File: config.mk
export PLATFORM = sky130hd
export DESIGN_NAME = seq_restoring_divider
export DESIGN_NICKNAME = d
export VERILOG_FILES = /design/src/rtl/seq_restoring_divider.sv
export SDC_FILE = /design/constraint.sdc
export NUM_CORES = 1
export LEC_CHECK = 0
export BUFFER_PORTS_ARGS = -buffer_cell sky130_fd_sc_hd__buf_2
export CORE_ASPECT_RATIO = 1.2
export CORE_MARGIN = 5
export CORE_UTILIZATION = 50
export CTS_CLUSTER_SIZE = 10
export DETAILED_ROUTE_END_ITERATION = 8
export PLACE_DENSITY = 0.79
export SLEW_MARGIN = 20
export SYNTH_ARGS = -nofsm -noshare
export SYNTH_HDL_FRONTEND = slang
export SYNTH_SLANG_ARGS = --single-unit
File: constraint.sdc
create_clock -name clk -period 2.8 [get_ports clk]
set_input_delay 0.56 -clock clk [delete_from_list [all_inputs] [get_ports clk]]
set_output_delay 0.56 -clock clk [all_outputs]
set_load 0.01 [all_outputs]
File: src/rtl/seq_restoring_divider.sv
// -----------------------------------------------------------------------------
// seq_restoring_divider
//   Unsigned iterative restoring divider. It produces one quotient bit per
//   clock and returns the quotient and remainder of an NBITS dividend divided
//   by an NBITS divisor. Each trial subtraction is a single NBITS+1 bit
//   carry-lookahead add of a + ~b with cin=1. A carry-out of 1 means there
//   was no borrow.
//
//   Optional build macro: DIVIDER_DBZ_DETECT_EN
//     When defined, a zero divisor is detected on the accepting edge.
//     The FSM then goes straight to DONE with dbz=1.
//     When undefined, dbz is tied low and a zero divisor runs the full
//     NBITS iterations. The quotient and remainder come out the same
//     in both builds.
//
// Ports
//   clk        in   1      clock, rising edge
//   rst_n      in   1      synchronous reset, active low
//   start      in   1      request, sampled only while busy=0
//   dividend   in   NBITS  numerator, captured on the accepting edge
//   divisor    in   NBITS  denominator, captured on the accepting edge
//   busy       out  1      high whenever the FSM is not IDLE
//   done       out  1      one-cycle pulse; results are valid from this cycle
//   quotient   out  NBITS  result, held until the next done
//   remainder  out  NBITS  result, held until the next done
//   dbz        out  1      divide-by-zero flag, qualified by done
// -----------------------------------------------------------------------------

// Plain W-bit carry-lookahead adder. Every carry is built as a flat
// sum of products of generate/propagate terms, so no carry is rippled
// from the previous bit position.
module carrylookahead #(
    parameter int W = 7
) (
    input  logic [W-1:0] a,
    input  logic [W-1:0] b,
    input  logic         cin,
    output logic [W-1:0] sum,
    output logic         cout
);
    logic [W-1:0] g, p;
    logic [W:0]   c;

    assign g = a & b;
    assign p = a ^ b;

    always_comb begin
        logic acc;
        logic pp;
        c    = '0;
        c[0] = cin;
        for (int i = 0; i < W; i++) begin
            acc = g[i];
            pp  = p[i];
            for (int j = i - 1; j >= 0; j--) begin
                acc = acc | (pp & g[j]);
                pp  = pp & p[j];
            end
            c[i+1] = acc | (pp & cin);
        end
    end

    assign sum  = p ^ c[W-1:0];
    assign cout = c[W];
endmodule

module seq_restoring_divider #(
    parameter int NBITS = 6
) (
    input  logic             clk,
    input  logic             rst_n,
    input  logic             start,
    input  logic [NBITS-1:0] dividend,
    input  logic [NBITS-1:0] divisor,
    output logic             busy,
    output logic             done,
    output logic [NBITS-1:0] quotient,
    output logic [NBITS-1:0] remainder,
    output logic             dbz
);
    localparam int CW = $clog2(NBITS + 1);

    typedef enum logic [1:0] {IDLE, RUN, DONE} state_t;

    state_t           state_q;
    logic [CW-1:0]    count_q;
    logic [NBITS-1:0] a_q, q_q, m_q;
    logic [NBITS-1:0] quotient_q, remainder_q;

    // Trial subtraction of the divisor from the partial remainder,
    // with the next dividend bit shifted in.
    logic [NBITS:0]   s, t;
    logic             no_borrow;
    logic [NBITS-1:0] a_d, q_d;
    logic             unused_t_msb;

    assign s = {a_q, q_q[NBITS-1]};

    carrylookahead #(.W(NBITS + 1)) u_sub (
        .a    (s),
        .b    (~{1'b0, m_q}),
        .cin  (1'b1),
        .sum  (t),
        .cout (no_borrow)
    );

    // The top bit of the difference is always zero when there is no
    // borrow, because the partial remainder stays below the divisor.
    assign unused_t_msb = t[NBITS];

    assign a_d = no_borrow ? t[NBITS-1:0] : s[NBITS-1:0];
    assign q_d = {q_q[NBITS-2:0], no_borrow};

`ifdef DIVIDER_DBZ_DETECT_EN
    logic dbz_q;
    assign dbz = dbz_q;
`else
    assign dbz = 1'b0;
`endif

    always_ff @(posedge clk) begin
        if (!rst_n) begin
            state_q     <= IDLE;
            count_q     <= '0;
            a_q         <= '0;
            q_q         <= '0;
            m_q         <= '0;
            quotient_q  <= '0;
            remainder_q <= '0;
`ifdef DIVIDER_DBZ_DETECT_EN
            dbz_q       <= 1'b0;
`endif
        end else begin
            case (state_q)
                IDLE: begin
                    if (start) begin
                        a_q     <= '0;
                        q_q     <= dividend;
                        m_q     <= divisor;
                        count_q <= CW'(NBITS);
`ifdef DIVIDER_DBZ_DETECT_EN
                        if (divisor == '0) begin
                            // Short-circuit: the result is known without iterating.
                            quotient_q  <= '1;
                            remainder_q <= dividend;
                            dbz_q       <= 1'b1;
                            state_q     <= DONE;
                        end else begin
                            dbz_q   <= 1'b0;
                            state_q <= RUN;
                        end
`else
                        state_q <= RUN;
`endif
                    end
                end
                RUN: begin
                    a_q     <= a_d;
                    q_q     <= q_d;
                    count_q <= count_q - CW'(1);
                    if (count_q == CW'(1)) begin
                        quotient_q  <= q_d;
                        remainder_q <= a_d;
                        state_q     <= DONE;
                    end
                end
                DONE:    state_q <= IDLE;
                default: state_q <= IDLE;
            endcase
        end
    end

    assign busy      = (state_q != IDLE);
    assign done      = (state_q == DONE);
    assign quotient  = quotient_q;
    assign remainder = remainder_q;
endmodule

# --- Word-level counts from Yosys, hierarchy flattened ---
# Cells that the tools add are included.
word_totals:
  regBits: 35
  input_bits: 15
  out_inout_bits: 15
  wordCells: 88
classes:
  addsub: 1
  eq_ne: 5
  muxes: 10
  bitwise_logic: 58
  n_reduce_logical: 7
op_table:
  columns: ["cell", "n"]
  rows:
  - ["1-bit AND", 32]
  - ["6-bit one-hot mux with 2 select lines", 2]
  - ["1-bit OR", 22]
  - ["6-bit two-way mux", 3]
  - ["2-bit AND reduction", 4]
  - ["7-bit AND", 1]
  - ["6-bit inverter with 7-bit output", 1]
  - ["7-bit bitwise XOR", 1]
  - ["3-bit one-hot mux with 2 select lines", 1]
  - ["6-bit bitwise XOR", 1]
  - ["2-bit two-way mux", 2]
  - ["2-bit inequality test, second input constant", 2]
  - ["2-bit one-hot mux with 2 select lines", 1]
  - ["2-bit nonzero test", 2]
  - ["3-bit by 1-bit == test with 1-bit output, second input constant", 1]
  - ["3-bit two-way mux", 1]
  - ["3-bit by 1-bit subtractor with 3-bit output, second input constant", 1]
  - ["2-bit by 1-bit == test with 1-bit output, second input constant", 1]
  - ["2-bit == test, second input constant", 1]
  - ["2-bit logical NOT", 1]

# --- Logic depth before layout (Yosys ltp) ---
# Gate-level depths: netlist of run 1.
logic_depth:
  depth_word: 12
  ltp_mapped: 7
  depth_no_buf: 6

# --- Modules after synthesis ---
# Synthesis of run 1 repeated with hierarchy kept, for this count alone.
hier_totals:
  hier_cells: 183
  hier_area_um2: 1836.8
by_module_without_submodules:
  columns: ["module", "instances", "cells_each", "area_each_um2", "seq_area_each_um2"]
  rows:
  - ["seq_restoring_divider", 1, 150, 1541.5, 700.7]
  - ["carrylookahead", 1, 33, 295.3, 0.0]

# --- Worst setup path after synthesis of run 1 ---
# No wires, ideal clock.
synth_path:
  path_type: "register to register"
  start: "register q_q[5]"
  end: "register a_q[1]"
  setup_time_ns: 0.117
  arrival_ns: 1.818
  required_time_ns: 2.683
  slack_ns: 0.865
  stages_incl_launch_ff: 7
  path_buffers: 0
  period_less_slack_ns: 1.935
  cell_sequence: "dfxtp_1 inv_1 ha_1 o211a_1 o211a_1 or3_1 a32o_1"
synth_between:
  elab_chain_cells: 6
  word_cells_on_any_way: 10
  classes_between: "mux: 2; bitwise: 8"
synth_rtl:
  columns: ["element", "line_no", "rtl"]
  rows:
  - ["from (decl)", "87", "logic [NBITS-1:0] a_q, q_q, m_q;"]
  - ["from (signal assigned)", "138", "q_q <= dividend;"]
  - ["from (signal assigned)", "159", "q_q <= q_d;"]
  - ["7-bit AND", "44", "assign g = a & b;"]
  - ["1-bit AND", "56", "acc = acc | (pp & g[j]);"]
  - ["1-bit OR", "56", null]
  - ["1-bit OR", "59", "c[i+1] = acc | (pp & cin);"]
  - ["6-bit two-way mux (*)", "111", "assign a_d = no_borrow ? t[NBITS-1:0] : s[NBITS-1:0];"]
  - ["6-bit one-hot mux with 2 select lines (*)", "134", "case (state_q)"]
  - ["to (signal assigned)", "125", "a_q <= '0;"]
  - ["to (signal assigned)", "137", "a_q <= '0;"]
  - ["to (signal assigned)", "158", "a_q <= a_d;"]
  - ["to (decl)", "87", null]
# Every way passes the cells marked *; elsewhere a longest branch is shown, timed or not.
# A chain may end at the register's enable or synchronous reset.

# --- Worst setup path in the final report of run 1 ---
layout_path:
  start: "register q_q[5]"
  end: "register a_q[0]"
# Same word-level chain as after synthesis.

==> results of run 1 <==
[tightest hold or removal path: stages (launching register included)]
cell and delay (ns):
sky130_fd_sc_hd__dfxtp_1 0.31, sky130_fd_sc_hd__nand2_1 0.05, sky130_fd_sc_hd__a21oi_1 0.05
[flip-flops by register name (all words and copies together), names as in the netlist]
register / cells
remainder: 6
state_q: 2
q_q: 6
m_q: 6
a_q: 6
quotient: 6
count_q: 3
[placed cells by master (no fill, tap or decap), types with 5 or more instances in the layout]
cell                       instances
sky130_fd_sc_hd__mux2i_1           5
sky130_fd_sc_hd__nand2_1          31
sky130_fd_sc_hd__o31ai_1           7
sky130_fd_sc_hd__o21ai_0          10
sky130_fd_sc_hd__buf_2            28
sky130_fd_sc_hd__dfxtp_1          35
sky130_fd_sc_hd__inv_1            13
sky130_fd_sc_hd__clkbuf_8          7
sky130_fd_sc_hd__a211oi_1         10
sky130_fd_sc_hd__a21oi_1          18
sky130_fd_sc_hd__ha_1              9
sky130_fd_sc_hd__nand3_1           8
sky130_fd_sc_hd__nor2_1           14
[area by class of cell]
cell class | instances | share of cell area (%)
Tap cell | 39 | 2.364
Clock buffer | 8 | 4.848
Timing Repair Buffer | 31 | 7.879
Multi-Input combinational cell | 159 | 48.61
Inverter | 13 | 2.364
Sequential cell | 35 | 33.94
[cells by family (layout without fill, tap and decap cells)]
kind of cell / after synthesis / after routing
muxes: 5 / 5
xor gates and xnor gates: 2 / 2
AOI/OAI and AO/OA: 69 / 69
other: 1 / 1
DFF: 35 / 35
buffers and inverters: 24 / 52
adders and majority gates: 9 / 9
and+or+nand+nor: 73 / 73
[per-layer routing]
| metal | GRT usage, % | share of wire (%) |
|---|---|---|
| met5 | 0 | 0 |
| met4 | 8.451 | 2.6 |
| met3 | 5.162 | 7.0 |
| met2 | 31.02 | 48 |
| met1 | 20.52 | 42 |
[per-stage QoR]
step                util (%)  cell area [um2]  setup WS [ns]  cells
finish                 57.77             2064         0.6508    285
detailed placement     54.97             1964         0.7071    277
global route           57.77             2064         0.4695    285
CTS                    57.77             2064         0.6941    285
floorplan                  -             1808         0.8651    218
global placement       54.97             1964         0.7860    277
[path summary, 6_finish.rpt]
check	startpoint	end	slack, ns	cells after the start
hold / removal	quotient[4]	quotient[4]	0.45	2
setup / recovery	q_q[5]	a_q[0]	0.65	6
setup reg to reg	q_q[5]	a_q[0]	0.65	6
hold reg to reg	quotient[4]	quotient[4]	0.45	2
[power breakdown]
part | internal (uW) | switching (uW) | leakage, uW
registers | 529 | 24.8 | 0.000286
logic | 128 | 195 | 0.000544
clock network | 224 | 172 | 0.0000515
==> out/metrics.csv, run 1 <==
stage;metric;value;unit
logic_synthesis;synth_top_cell_area_share;38.75;%
logic_synthesis;synthTopCellsByArea;sky130_fd_sc_hd__dfxtp_1 39%, sky130_fd_sc_hd__nand2_1 6.4%, sky130_fd_sc_hd__ha_1 6.2%;
final_layout;multi_input_area;1003;um2
drt;routed_wire_length_per_instance;14.59;um
sta;final_hold_viol_count;0;
logic_synthesis;count_of_flip_flops_with_a_built_in_enable_after_synthesis;0;
logic_synthesis;synth_nets;242;
drt;antenna_violating_nets_remaining;0;
sta;timing.setup.tns;0;ns
logic_synthesis;post_synth_instance_area;1808;um2
power;total_power;1274;uW
place;finalWeightedCongestion;0.9405;
cts;tritoncts_clock_tree;yes;
cts;cts.root.buffer_cell;sky130_fd_sc_hd__clkbuf_8;
grt;grt_usage;17.92;%
final_layout;fill_cells;332;
place;detailed_place_hpwl;2.991;mm
sta;rsz0062_at_grt;false;
setup_path;timing.critical_path.max_delay_family;compound AO/OA/AOI/OAI gates;
hold_path;hold_path_class;reg -> reg;
floorplan;fp.dieW;64.90;um
floorplan;full_die_area;4924;um2
floorplan;coreArea;3573;um2
drt;routed-via-count;1672;
floorplan;std_cell_rows;24;
logic_synthesis;postSynth.asyncResetShare;0;%
cts;h-tree-depth;2;
sta;worst-slew-pin-transition;0.6249;ns
sta;final.min_clock_period;2.149;ns
sta;setup_viol;0;
power;vdd.ir_drop.worst;0.3553;mV
logic_synthesis;synthTopCellsByCount;35 x sky130_fd_sc_hd__dfxtp_1, 31 x sky130_fd_sc_hd__nand2_1, 18 x sky130_fd_sc_hd__a21oi_1;
cts;clock_sinks;35;
setup_path;worstPathCellList;inv_1, ha_1, o211a_1, o211ai_1, nand3_1, a32o_1;
logic_synthesis;yosys_most_used_dff;sky130_fd_sc_hd__dfxtp_1;
logic_synthesis;syn-mean-instance-area;8.294;um2
sta;finalMaxSlewViolations;0;
logic_synthesis;synthMuxAreaShare;2.768;%
logic_synthesis;most_frequently_used_cell_type_in_the_post_synthesis_netlist;sky130_fd_sc_hd__dfxtp_1;
grt;number_of_global_route_vias_before_repair;1500;
drt;post_drt_via_cell_ratio;5.867;
drt;wl;4.157;mm
cts;max-clock-path-buffers;2;
cts;cts-buffers-inserted;5;
setup_path;worstSetupStartpointType;flip-flop;
floorplan;initial_core_util;50.60;%
cts;post-cts-setup-buffers;0;
run_status;outcome;completed;
setup_path;cp_arrival;2.33;ns
setup_path;timing.setup.critical_path_class;reg -> reg;
place;portBuffers;28;
drt;firstDrtPassIters;5;
logic_synthesis;yosys_warnings;0;
grt;antenna_found_initial;0;
sta;timing.clock.skew;0.005960;ns
setup_path;critical_path.max_fanout;8;
sta;slew_headroom;57.26;%
grt;grt_first_pass_wirelength;6.734;mm
logic_synthesis;cell_type_contributing_the_most_total_cell_area_after_synthesis;sky130_fd_sc_hd__dfxtp_1;
cts;cts_repair_resize_count;0;
floorplan;die_h;75.87;um
logic_synthesis;netlist_instances;218;
final_layout;synthToLayoutAreaGrowth;14.19;%
grt;maximum_number_of_pins_on_one_net_before_global_route_repair;16;
logic_synthesis;synth.yosys.seq_area_share;38.75;%
final_layout;antenna_cells;0;
drt;drcViolationCount;0;
final_layout;sequential_cell_area;700.7;um2
final_layout;design.final.nets;269;
setup_path;cp-end-kind;flip-flop;
power;power-per-cell-area;617.2;nW/um2
logic_synthesis;synth_compound_area_share;26.09;%
logic_synthesis;synth_cell_type_count;44;
cts;cts-hold-fix-buffers;0;
setup_path;critPathSlowestCell;sky130_fd_sc_hd__o211ai_1;
drt;detailedRoute.firstIterationViolations;116;
setup_path;critPathRequiredTime;2.98;ns
setup_path;timing.critical_path.slowest_cell_delay;0.54;ns
logic_synthesis;ys_seq_elements;35;
sta;fmax;465.3;MHz
cts;insertion_delay;0.29;ns
sta;period_share;76.76;%
power;power.static_leakage;0.0008815;uW
sta;fin_worst_hold_slack;0.4516;ns
grt;grt.overflow.total;0;
logic_synthesis;yosys.area_share.xor_xnor;0.9689;%
cts;clk_pin_slew_worst_paths;0.07;ns
final_layout;post_route_cells_drive_above_1_share;17.07;%
logic_synthesis;synth_simple_gate_area_share;19.24;%
floorplan;boundaryPins;30;
logic_synthesis;synth_fa_ha_area_share;6.228;%
setup_path;critical_path_buf_inv_count;1;
logic_synthesis;synth_top_family_by_area;compound AO/OA/AOI/OAI gates;
run;cap_viol_max_count;0;
No activity file was read; power rests on OpenSTA's default activity.
==> inputs of run 2 (changes only) <==
Clock period 2.8 ns to 2.2 ns, I/O delays scaled along.
==> out/metrics.csv, run 2 (same netlist as run 1, synthesis figures left out) <==
stage;metric;value;unit
drt;antenna_violating_nets_remaining;0;
cts;cts.root.buffer_cell;sky130_fd_sc_hd__clkbuf_8;
place;portBuffers;28;
grt;grt_first_pass_wirelength;6.782;mm
sta;worst-slew-pin-transition;0.5413;ns
sta;fin_worst_hold_slack;0.3826;ns
sta;finalMaxSlewViolations;0;
cts;tritoncts_clock_tree;yes;
final_layout;mostFrequentLayoutCells;35 x sky130_fd_sc_hd__dfxtp_1, 31 x sky130_fd_sc_hd__nand2_1, 28 x sky130_fd_sc_hd__buf_2;
setup_path;cp_arrival;2.25;ns
hold_path;hold_path_class;in -> reg;
setup_path;timing.setup.critical_path_class;reg -> reg;
setup_path;timing.critical_path.max_delay_family;compound AO/OA/AOI/OAI gates;
setup_path;critPathRequiredTime;2.39;ns
floorplan;boundaryPins;30;
cts;insertion_delay;0.29;ns
drt;post_drt_via_cell_ratio;5.731;
cts;clk_pin_slew_worst_paths;0.08;ns
sta;fmax;484.9;MHz
drt;detailedRoute.firstIterationViolations;70;
final_layout;synthToLayoutAreaGrowth;13.84;%
setup_path;timing.critical_path.slowest_cell_delay;0.36;ns
final_layout;mostFrequentLayoutCell;sky130_fd_sc_hd__dfxtp_1;
floorplan;fp.dieW;64.90;um
place;finalWeightedCongestion;0.8944;
cts;max-clock-path-buffers;2;
run;cap_viol_max_count;0;
grt;maximum_number_of_pins_on_one_net_before_global_route_repair;23;
final_layout;post_route_cells_drive_above_1_share;17.41;%
cts;h-tree-depth;2;
setup_path;cp-end-kind;flip-flop;
sta;rsz0062_at_grt;false;
setup_path;critical_path.max_fanout;7;
setup_path;critPathSlowestCell;sky130_fd_sc_hd__dfxtp_1;
setup_path;cp.depth;6;
power;power.static_leakage;0.0008757;uW
floorplan;initial_core_util;50.60;%
place;detailed_place_hpwl;3.003;mm
cts;cts-buffers-inserted;5;
final_layout;design.final.nets;270;
setup_path;worstPathCellList;inv_1, ha_1, o211a_1, o211a_1, or3_1, a32o_1;
setup_path;critical_path_buf_inv_count;1;
sta;timing.setup.tns;0;ns
hold_path;worstHoldPathCells;3;
drt;drcViolationCount;0;
grt;grt_usage;17.89;%
sta;timing.clock.skew;0.01148;ns
drt;routed-via-count;1639;
floorplan;full_die_area;4924;um2
place;placed_cells;278;
grt;number_of_global_route_vias_before_repair;1579;
drt;routed_wire_length_per_instance;14.34;um
grt;antenna_found_initial;0;
grt;grt.overflow.total;0;
setup_path;worstRegToRegCells;6;
power;power-per-cell-area;767.3;nW/um2
floorplan;die_h;75.87;um
floorplan;std_cell_rows;24;
cts;cts-hold-fix-buffers;0;
drt;firstDrtPassIters;4;
sta;slew_headroom;63.82;%
cts;clock_sinks;35;
final_layout;antenna_cells;0;
sta;final.min_clock_period;2.062;ns
run_status;outcome;completed;
power;vdd.ir_drop.worst;0.5121;mV
sta;setup_viol;0;
sta;period_share;93.75;%
setup_path;worstSetupStartpointType;flip-flop;
sta;final_hold_viol_count;0;
floorplan;coreArea;3573;um2
drt;wl;4.100;mm
setup_path;critPathMostFrequentCell;sky130_fd_sc_hd__o211a_1;
final_layout;post_layout_nonfiller_instances;286;
run 2: changes by cell type in the layout (fill, tap and decap cells not counted):
cell,before,now
sky130_fd_sc_hd__buf_4,3,4
sky130_fd_sc_hd__clkbuf_8,7,5
sky130_fd_sc_hd__a2111oi_0,1,0
sky130_fd_sc_hd__clkinv_2,0,1
sky130_fd_sc_hd__a2111oi_1,0,1
sky130_fd_sc_hd__clkinvlp_4,0,1
run 2: worst paths after layout:
path	startpoint	end	slack, ns
max	q_q[5]	a_q[1]	0.14
min	divisor[2]	m_q[2]	0.38
max reg2reg	q_q[5]	a_q[1]	0.14
min reg2reg	quotient[2]	quotient[2]	0.45
run 2: repair_timing:
| action | CTS | global route |
|---|---|---|
| endpoints found under the setup margin | 0 | 1 |
| setup buffers | 0 | 0 |
| gates resized for setup | 0 | 1 |
run 2: report_power, final:
part           switching (uW)  leakage, uW  internal (uW)  total [uW]
Sequential               30.5     0.000286            673         703
Combinational             246     0.000549            172         418
Clock                     237    0.0000412            221         458
Total                     514     0.000876           1070        1580
run 2: tightest hold or removal path, stage by stage:
cell                      delay (ns)
sky130_fd_sc_hd__buf_2          0.09
sky130_fd_sc_hd__nand2_1        0.05
sky130_fd_sc_hd__a21oi_1        0.05
run 2: final cells by class:
class,instances,area [um2]
inverters,13,48.80
well taps,39,48.80
flip-flops and latches,35,700.7
repair buffers,32,170.2
fillers,335,1515
multi-input cells,159,1005
clock inverters,2,12.51
clock buffers,6,72.57
run 2: layer usage:
metal  share of wire (%)  up-vias  global-route usage, %  wire length [um]
li1                    -      839                      -                 -
met3                 3.9        8                  3.540               159
met5                   0        -                      0                 0
met1                  44      758                  21.34              1800
met2                  50       34                  31.02              2054
met4                 2.1        0                  8.685                85
run 2: per-stage QoR:
stage               total power, uW  utilization (%)  setup slack [ns]  instance area [um2]
finish                         1579            57.60            0.1375                 2058
global placement               1125            55.18            0.1931                 1972
CTS                            1588            57.56            0.1398                 2057
floorplan                      1029                -            0.2651                 1808
detailed placement             1128            55.18            0.1460                 1972
global route                   1671            57.60           0.01652                 2058
